`src/rtl/demux_1to2_stream_if.sv`:
```
// Valid/ready bundle for the 1-to-2 stream demux: one input stream and two output streams.
// The master side is the producer/consumer environment, the slave side is the demux.
interface demux_1to2_stream_if #(
  parameter int DW = 8
);
  logic          in_valid;
  logic          in_ready;
  logic [DW-1:0] in_data;
  logic          sel;
  logic          out0_valid;
  logic          out0_ready;
  logic [DW-1:0] out0_data;
  logic          out1_valid;
  logic          out1_ready;
  logic [DW-1:0] out1_data;

  modport master (
    output in_valid, in_data, sel, out0_ready, out1_ready,
    input  in_ready, out0_valid, out0_data, out1_valid, out1_data
  );

  modport slave (
    input  in_valid, in_data, sel, out0_ready, out1_ready,
    output in_ready, out0_valid, out0_data, out1_valid, out1_data
  );
endinterface

```
`src/rtl/demux_1to2_stream.sv`:
```
// 1-to-2 valid/ready demux with a one-entry register slice per output.
// Optional per-output delivered-beat counters are built when DEMUX_CNT_EN is defined.
module demux_1to2_stream #(
  parameter int DW    = 8,
  parameter int CNT_W = 16
) (
  input  logic                 clk,
  input  logic                 rst_n,
  demux_1to2_stream_if.slave   bus,
  input  logic                 cnt_clr,
  output logic [CNT_W-1:0]     out0_cnt,
  output logic [CNT_W-1:0]     out1_cnt
);

  logic          v0_q, v0_d;
  logic          v1_q, v1_d;
  logic [DW-1:0] d0_q, d0_d;
  logic [DW-1:0] d1_q, d1_d;
  logic          free0_s, free1_s;
  logic          xfer_s, load0_s, load1_s;
  logic          drain0_s, drain1_s;

  // A slice is free when empty or when its current beat leaves this cycle.
  assign free0_s  = !v0_q || bus.out0_ready;
  assign free1_s  = !v1_q || bus.out1_ready;
  assign drain0_s = v0_q && bus.out0_ready;
  assign drain1_s = v1_q && bus.out1_ready;

  assign bus.in_ready = bus.sel ? free1_s : free0_s;
  assign xfer_s       = bus.in_valid && bus.in_ready;
  assign load0_s      = xfer_s && !bus.sel;
  assign load1_s      = xfer_s && bus.sel;

  // Slice next-state: a load wins over a drain so a same-cycle drain+load keeps valid high.
  always_comb begin
    v0_d = v0_q;
    d0_d = d0_q;
    v1_d = v1_q;
    d1_d = d1_q;
    if (load0_s) begin
      v0_d = 1'b1;
      d0_d = bus.in_data;
    end else if (drain0_s) begin
      v0_d = 1'b0;
    end else begin
      v0_d = v0_q;
    end
    if (load1_s) begin
      v1_d = 1'b1;
      d1_d = bus.in_data;
    end else if (drain1_s) begin
      v1_d = 1'b0;
    end else begin
      v1_d = v1_q;
    end
  end

  // Slice registers.
  always_ff @(posedge clk or negedge rst_n) begin
    if (!rst_n) begin
      v0_q <= 1'b0;
      v1_q <= 1'b0;
      d0_q <= '0;
      d1_q <= '0;
    end else begin
      v0_q <= v0_d;
      v1_q <= v1_d;
      d0_q <= d0_d;
      d1_q <= d1_d;
    end
  end

  assign bus.out0_valid = v0_q;
  assign bus.out0_data  = d0_q;
  assign bus.out1_valid = v1_q;
  assign bus.out1_data  = d1_q;

`ifdef DEMUX_CNT_EN
  logic [CNT_W-1:0] cnt0_q, cnt0_d;
  logic [CNT_W-1:0] cnt1_q, cnt1_d;

  // Counter next-state: clear dominates, increments wrap naturally.
  always_comb begin
    cnt0_d = cnt0_q;
    cnt1_d = cnt1_q;
    if (cnt_clr) begin
      cnt0_d = '0;
      cnt1_d = '0;
    end else begin
      cnt0_d = drain0_s ? cnt0_q + {{(CNT_W-1){1'b0}}, 1'b1} : cnt0_q;
      cnt1_d = drain1_s ? cnt1_q + {{(CNT_W-1){1'b0}}, 1'b1} : cnt1_q;
    end
  end

  // Counter registers.
  always_ff @(posedge clk or negedge rst_n) begin
    if (!rst_n) begin
      cnt0_q <= '0;
      cnt1_q <= '0;
    end else begin
      cnt0_q <= cnt0_d;
      cnt1_q <= cnt1_d;
    end
  end

  assign out0_cnt = cnt0_q;
  assign out1_cnt = cnt1_q;
`else
  logic unused_cnt_clr_s;

  assign unused_cnt_clr_s = cnt_clr;
  assign out0_cnt         = '0;
  assign out1_cnt         = '0;
`endif

endmodule

```
`src/flat_wrapper.sv`:
```
// flat-port wrapper written by rule: the top's interface ports become plain ports
module demux_1to2_stream_flat 
#(
  parameter int DW    = 8,
  parameter int CNT_W = 16
)
  (clk, rst_n, cnt_clr, out0_cnt, out1_cnt, bus_in_valid, bus_in_data, bus_sel, bus_out0_ready, bus_out1_ready, bus_in_ready, bus_out0_valid, bus_out0_data, bus_out1_valid, bus_out1_data);
  demux_1to2_stream_if #(.DW(DW)) bus_i ();
  input  logic clk;
  input  logic rst_n;
  input  logic cnt_clr;
  output logic [CNT_W-1:0] out0_cnt;
  output logic [CNT_W-1:0] out1_cnt;
  input wire logic [$bits(bus_i.in_valid)-1:0] bus_in_valid;
  input wire logic [$bits(bus_i.in_data)-1:0] bus_in_data;
  input wire logic [$bits(bus_i.sel)-1:0] bus_sel;
  input wire logic [$bits(bus_i.out0_ready)-1:0] bus_out0_ready;
  input wire logic [$bits(bus_i.out1_ready)-1:0] bus_out1_ready;
  output wire logic [$bits(bus_i.in_ready)-1:0] bus_in_ready;
  output wire logic [$bits(bus_i.out0_valid)-1:0] bus_out0_valid;
  output wire logic [$bits(bus_i.out0_data)-1:0] bus_out0_data;
  output wire logic [$bits(bus_i.out1_valid)-1:0] bus_out1_valid;
  output wire logic [$bits(bus_i.out1_data)-1:0] bus_out1_data;
  assign bus_i.in_valid = bus_in_valid;
  assign bus_i.in_data = bus_in_data;
  assign bus_i.sel = bus_sel;
  assign bus_i.out0_ready = bus_out0_ready;
  assign bus_i.out1_ready = bus_out1_ready;
  assign bus_in_ready = bus_i.in_ready;
  assign bus_out0_valid = bus_i.out0_valid;
  assign bus_out0_data = bus_i.out0_data;
  assign bus_out1_valid = bus_i.out1_valid;
  assign bus_out1_data = bus_i.out1_data;
  demux_1to2_stream #(.DW(DW), .CNT_W(CNT_W)) u_core (.clk(clk), .rst_n(rst_n), .bus(bus_i), .cnt_clr(cnt_clr), .out0_cnt(out0_cnt), .out1_cnt(out1_cnt));
endmodule
```
`config.mk`:
```
export PLATFORM = sky130hd
export DESIGN_NAME = demux_1to2_stream_flat
export DESIGN_NICKNAME = d
export VERILOG_FILES = /design/src/rtl/demux_1to2_stream_if.sv /design/src/rtl/demux_1to2_stream.sv /design/src/flat_wrapper.sv
export SDC_FILE = /design/constraint.sdc
export NUM_CORES = 1
export LEC_CHECK = 0
export CAP_MARGIN = 40
export CORE_MARGIN = 2
export CORE_UTILIZATION = 60
export CTS_BUF_LIST = sky130_fd_sc_hd__clkbuf_16
export CTS_CLUSTER_SIZE = 10
export DETAILED_ROUTE_END_ITERATION = 8
export DONT_BUFFER_PORTS = 1
export PLACE_DENSITY = 0.76
export SETUP_SLACK_MARGIN = 0.3
export SYNTH_ARGS = -nofsm -noshare
export SYNTH_HDL_FRONTEND = slang
export SYNTH_SLANG_ARGS = --single-unit
```
`constraint.sdc`:
```
create_clock -name clk -period 1.7 [get_ports clk]
set_input_delay 0.255 -clock clk [delete_from_list [all_inputs] [get_ports clk]]
set_output_delay 0.255 -clock clk [all_outputs]
set_load 0.03 [all_outputs]
```
# Yosys cells after proc, flatten, opt, wreduce, memory -nomap -nowiden
# Index checks and enable logic that the tools add are counted.
[word_totals] register_bits=18 latchBits=0 ram_bits=0 romBits=0 inputBits=15 output_inout_bits=51 n_memories=0
[classes] add_sub_neg=0 multipliers=0 div_mod_pow=0 order_cmp=0 n_eq_ne=0 shift=0 n_mux=5 n_bitwise=0 reduce_logical=12
[op_table] operator="1-bit logical AND" count=5
[op_table] operator="1-bit 2-to-1 mux" count=5
[op_table] operator="2-bit nonzero test" count=2
[op_table] operator="1-bit zero test" count=3
[op_table] operator="1-bit logical OR" count=2

# Longest topological paths before layout
[depth] depth_word=6 mapped_depth=3 depth_no_buf=3

# Worst setup path before layout
# Ideal clock, no wire load.
[synth_path] path_kind="reg2out" start="reg u_core.v1_q (netlist: u_core.bus.out1_valid)" end="out bus_in_ready" arrival_ps=1177 required_ps=1445 slack_ps=268 path_stages_with_launch=3 n_path_buf=0 cell_sequence="dfrtp_1 -> nor2b_4 -> a21oi_1"
[synth_between] elab_chain_cells=3
[synth_rtl] element="start, declared" line_no="demux_1to2_stream.sv:16" source="logic v1_q, v1_d;"
[synth_rtl] element="start signal, assigned" line_no="demux_1to2_stream.sv:67" source="v1_q <= v1_d;"
[synth_rtl] element="1-bit zero test" line_no="demux_1to2_stream.sv:25" source="assign free1_s = !v1_q || bus.out1_ready;"
[synth_rtl] element="1-bit logical OR" line_no="demux_1to2_stream.sv:25"
[synth_rtl] element="1-bit 2-to-1 mux" line_no="demux_1to2_stream.sv:29" source="assign bus.in_ready = bus.sel ? free1_s : free0_s;"
[synth_rtl] element="end, declared" line_no="flat_wrapper.sv:19" source="output wire logic [$bits(bus_i.in_ready)-1:0] bus_in_ready;"
# No other way between the ends.

# Final worst setup path
# Same ends and word-level chain as after synthesis.

==> results.sh <==
export IMPL_hold_violations=0
export IMPL_crit_slowest_cell="dfrtp_2"
export IMPL_drv_cap=0
export IMPL_cts_max_level=1
export IMPL_setup_violations=0
export IMPL_p_int_w=0.000883
export IMPL_post_cts_buffers=0
export IMPL_grt_pass1_wl_um=1990
export IMPL_cts_sinks=18
export IMPL_tritoncts="yes"
export IMPL_synth_seq_cells=18
export IMPL_path_max_fanout=3
export IMPL_p_seq_share_pct=50.5
export IMPL_finClkSkew_ps=1.11
export IMPL_grt_antenna_before_repair=0
export IMPL_ant_nets=0
export IMPL_crit_path_end_kind="primary output"
export IMPL_max_freq_ghz=0.717
export IMPL_grt_start_max_net_pins=19
export IMPL_port_buffers=0
export IMPL_vias=464
export IMPL_clock_tree_buffer_depth=2
export IMPL_numCtsBuffers=3
export IMPL_syn2layout_area_growth_pct=0.517
export IMPL_dieArea_sq_mm=0.00195
export IMPL_maxSlewHeadroom_pct=47.3
export IMPL_path_clk_slew_ps=50
export IMPL_drc_errors=0
export IMPL_rsz0062_at_grt="yes"
export IMPL_swShare_pct=36.1
export IMPL_wirelength_um=1410
export IMPL_outcome="completed"
export IMPL_die_x_um=44.2
export IMPL_crit_chain="nor2b_4 > a21oi_4"
export IMPL_final_net_count=98
export IMPL_drv_slew=0
export IMPL_synth_distinct_cells=15
export IMPL_cp_start_kind="register"
export IMPL_place_hpwl_um=1000
export IMPL_p_sw_w=0.000498
export IMPL_fin_crit_ps=1400
export IMPL_syn_inst=77
export IMPL_grt_ovfl_total=0
export IMPL_power_frac_comb_pct=15.4
export IMPL_drt_pre_antenna_iters=4
export IMPL_fin_setup_tns_ps=0
export IMPL_arrival_ps=1140
export IMPL_avgSynthCellArea_sq_um=12.6
export IMPL_insertion_delay_ps=250
export IMPL_stdcell_area_sq_um=972
export IMPL_core_area_sq_mm=0.00151
export IMPL_syn_area_sq_um=967
export IMPL_layout_drive_gt1_share_pct=29.3
export IMPL_yosysWarningCount=0
export IMPL_fin_crit_sh_pct=82.1
export IMPL_wl_per_cell_um=14.4
export IMPL_cts_root_buf="clkbuf_16"
export IMPL_die_h_um=44.2
export IMPL_ys_seq_area_share_pct=46.6
export IMPL_drt_vias_per_instance=4.73
export IMPL_antenna_cells=0
export IMPL_max_vdd_ir_drop_mv=0.898
export IMPL_pwr_density_cell_mw_per_mm2=1420
export IMPL_worst_slew_pin_slew_ps=788
export IMPL_leakagePower_nw=0.476
export IMPL_initial_utilization_pct=64.2
export IMPL_gp_congestion=0.600
export IMPL_worstHoldPathType="in2reg"
export IMPL_required_ps=1440
export IMPL_grt_pass1_vias=439
export IMPL_clkPwrFrac_pct=34.1
export IMPL_ios=66
export IMPL_rows=14
export IMPL_max_stage_delay_ps=470
export IMPL_place_area_sq_um=875
export IMPL_dr_first_iter_drc_count=1
export IMPL_grtUsageTotal_pct=15.2
export IMPL_worstSetupPathType="reg2out"
## layout make-up
| cell class | count | area [sq um] |
|---|---|---|
| clock inverters | 1 | 3.75 |
| flip-flops and latches | 18 | 452 |
| fillers | 118 | 534 |
| repair buffers | 2 | 17.5 |
| clock buffers | 3 | 75.1 |
| well taps | 16 | 20.0 |
| inverters | 1 | 3.75 |
| multi-input cells | 57 | 400 |
## Yosys cell counts
cell	n	area, sq um
o21ai_0	1	5.00
nand2b_2	1	8.76
mux2_2	13	146
nand3b_4	1	20.0
dfrtp_1	18	450
nor2_8	1	20.0
conb_1	1	3.75
a21oi_1	1	5.00
nor2b_4	1	13.8
inv_1	1	3.75
nand2b_1	1	6.26
nor2_1	1	3.75
nand2_2	1	6.26
mux2_1	3	33.8
buf_4	32	240
## cells by family after synthesis
family,Yosys count,share of synthesized area [%]
AND/OR/NAND/NOR,7,8.15
AO/OA/AOI/OAI,2,1.03
flip-flops,18,46.6
buffers and inverters,33,25.2
other,1,0.388
multiplexers,16,18.6
## layer usage
layer	GRT usage (%)	vias up	part of all wire [%]
met5	0	-	0
met4	7.27	0	0.71
met3	9.39	2	14
met2	25.0	36	52
met1	15.1	226	33
li1	-	200	-
## cells in the final DEF, fill, tap and decap left out
| cell | instances |
|---|---|
| dlygate4sd3_1 | 1 |
| clkinv_1 | 1 |
| dfrtp_1 | 17 |
| mux2_1 | 3 |
| nand2b_1 | 1 |
| clkbuf_16 | 3 |
| nand2_2 | 1 |
| o21ai_0 | 1 |
| dfrtp_2 | 1 |
| nand2b_2 | 1 |
| nor2_8 | 1 |
| conb_1 | 32 |
| nor2_1 | 1 |
| nor2b_4 | 1 |
| inv_1 | 1 |
| mux2_2 | 13 |
| buf_4 | 1 |
| a21oi_4 | 1 |
| nand3b_4 | 1 |
## worst paths after layout
path / startpoint / to / slack, ps / depth (start not counted)
max in group asynchronous: rst_n / u_core.bus.out1_valid$_DFFE_PN0P_ / 630 / 1
min: bus_sel / u_core.bus.out0_valid$_DFFE_PN0P_ / 140 / 1
max: u_core.bus.out1_valid$_DFFE_PN0P_ / bus_in_ready / 300 / 2
max reg2reg: u_core.bus.out1_valid$_DFFE_PN0P_ / u_core.bus.out1_data[3]$_DFFE_PN0P_ / 390 / 3
min reg2reg: u_core.bus.out0_valid$_DFFE_PN0P_ / u_core.bus.out0_valid$_DFFE_PN0P_ / 590 / 2
min in group asynchronous: rst_n / u_core.bus.out0_valid$_DFFE_PN0P_ / 540 / 1
## metrics by stage
stage | setup slack (ps) | total power, W | instances | hold slack (ps) | util (%)
floorplan | 424 | 0.000935 | 108 | -40.6 | -
global placement | 365 | 0.000899 | 93 | -40.2 | 58.1
detailed placement | 358 | 0.000908 | 93 | -40.2 | 58.1
finish | 304 | 0.00138 | 98 | 137 | 64.5
CTS | 298 | 0.00139 | 98 | 125 | 64.5
global route | 282 | 0.00143 | 98 | 132 | 64.5
## sequential cells by signal (all words and copies together), names as in the netlist
signal                 cells
u_core.bus.out0_data       8
u_core.bus.out1_data       8
u_core.bus.out0_valid      1
u_core.bus.out1_valid      1
## power by group through the flow
stage	Clock (W)	Sequential [W]	Combinational (W)
floorplan	0	0.000694	0.000241
global placement	0	0.000702	0.000197
detailed placement	0	0.000706	0.000202
CTS	0.000478	0.000700	0.000215
global route	0.000491	0.000706	0.000230
finish	0.000471	0.000697	0.000213
## critical path: cells and delay by family, from the launching register on
kind / cells / cell delay (ps)
simple gates: 1 / 180
flops: 1 / 470
compound gates: 1 / 240
## timing repair
item                                    4_1_cts  5_1_grt
endpoints found under the hold margin        18        0
pin swaps                                     1        0
hold buffers                                  1        0
endpoints found under the setup margin        1        1
gates resized for setup                       2        0
Power figures use the tool's default switching activity.
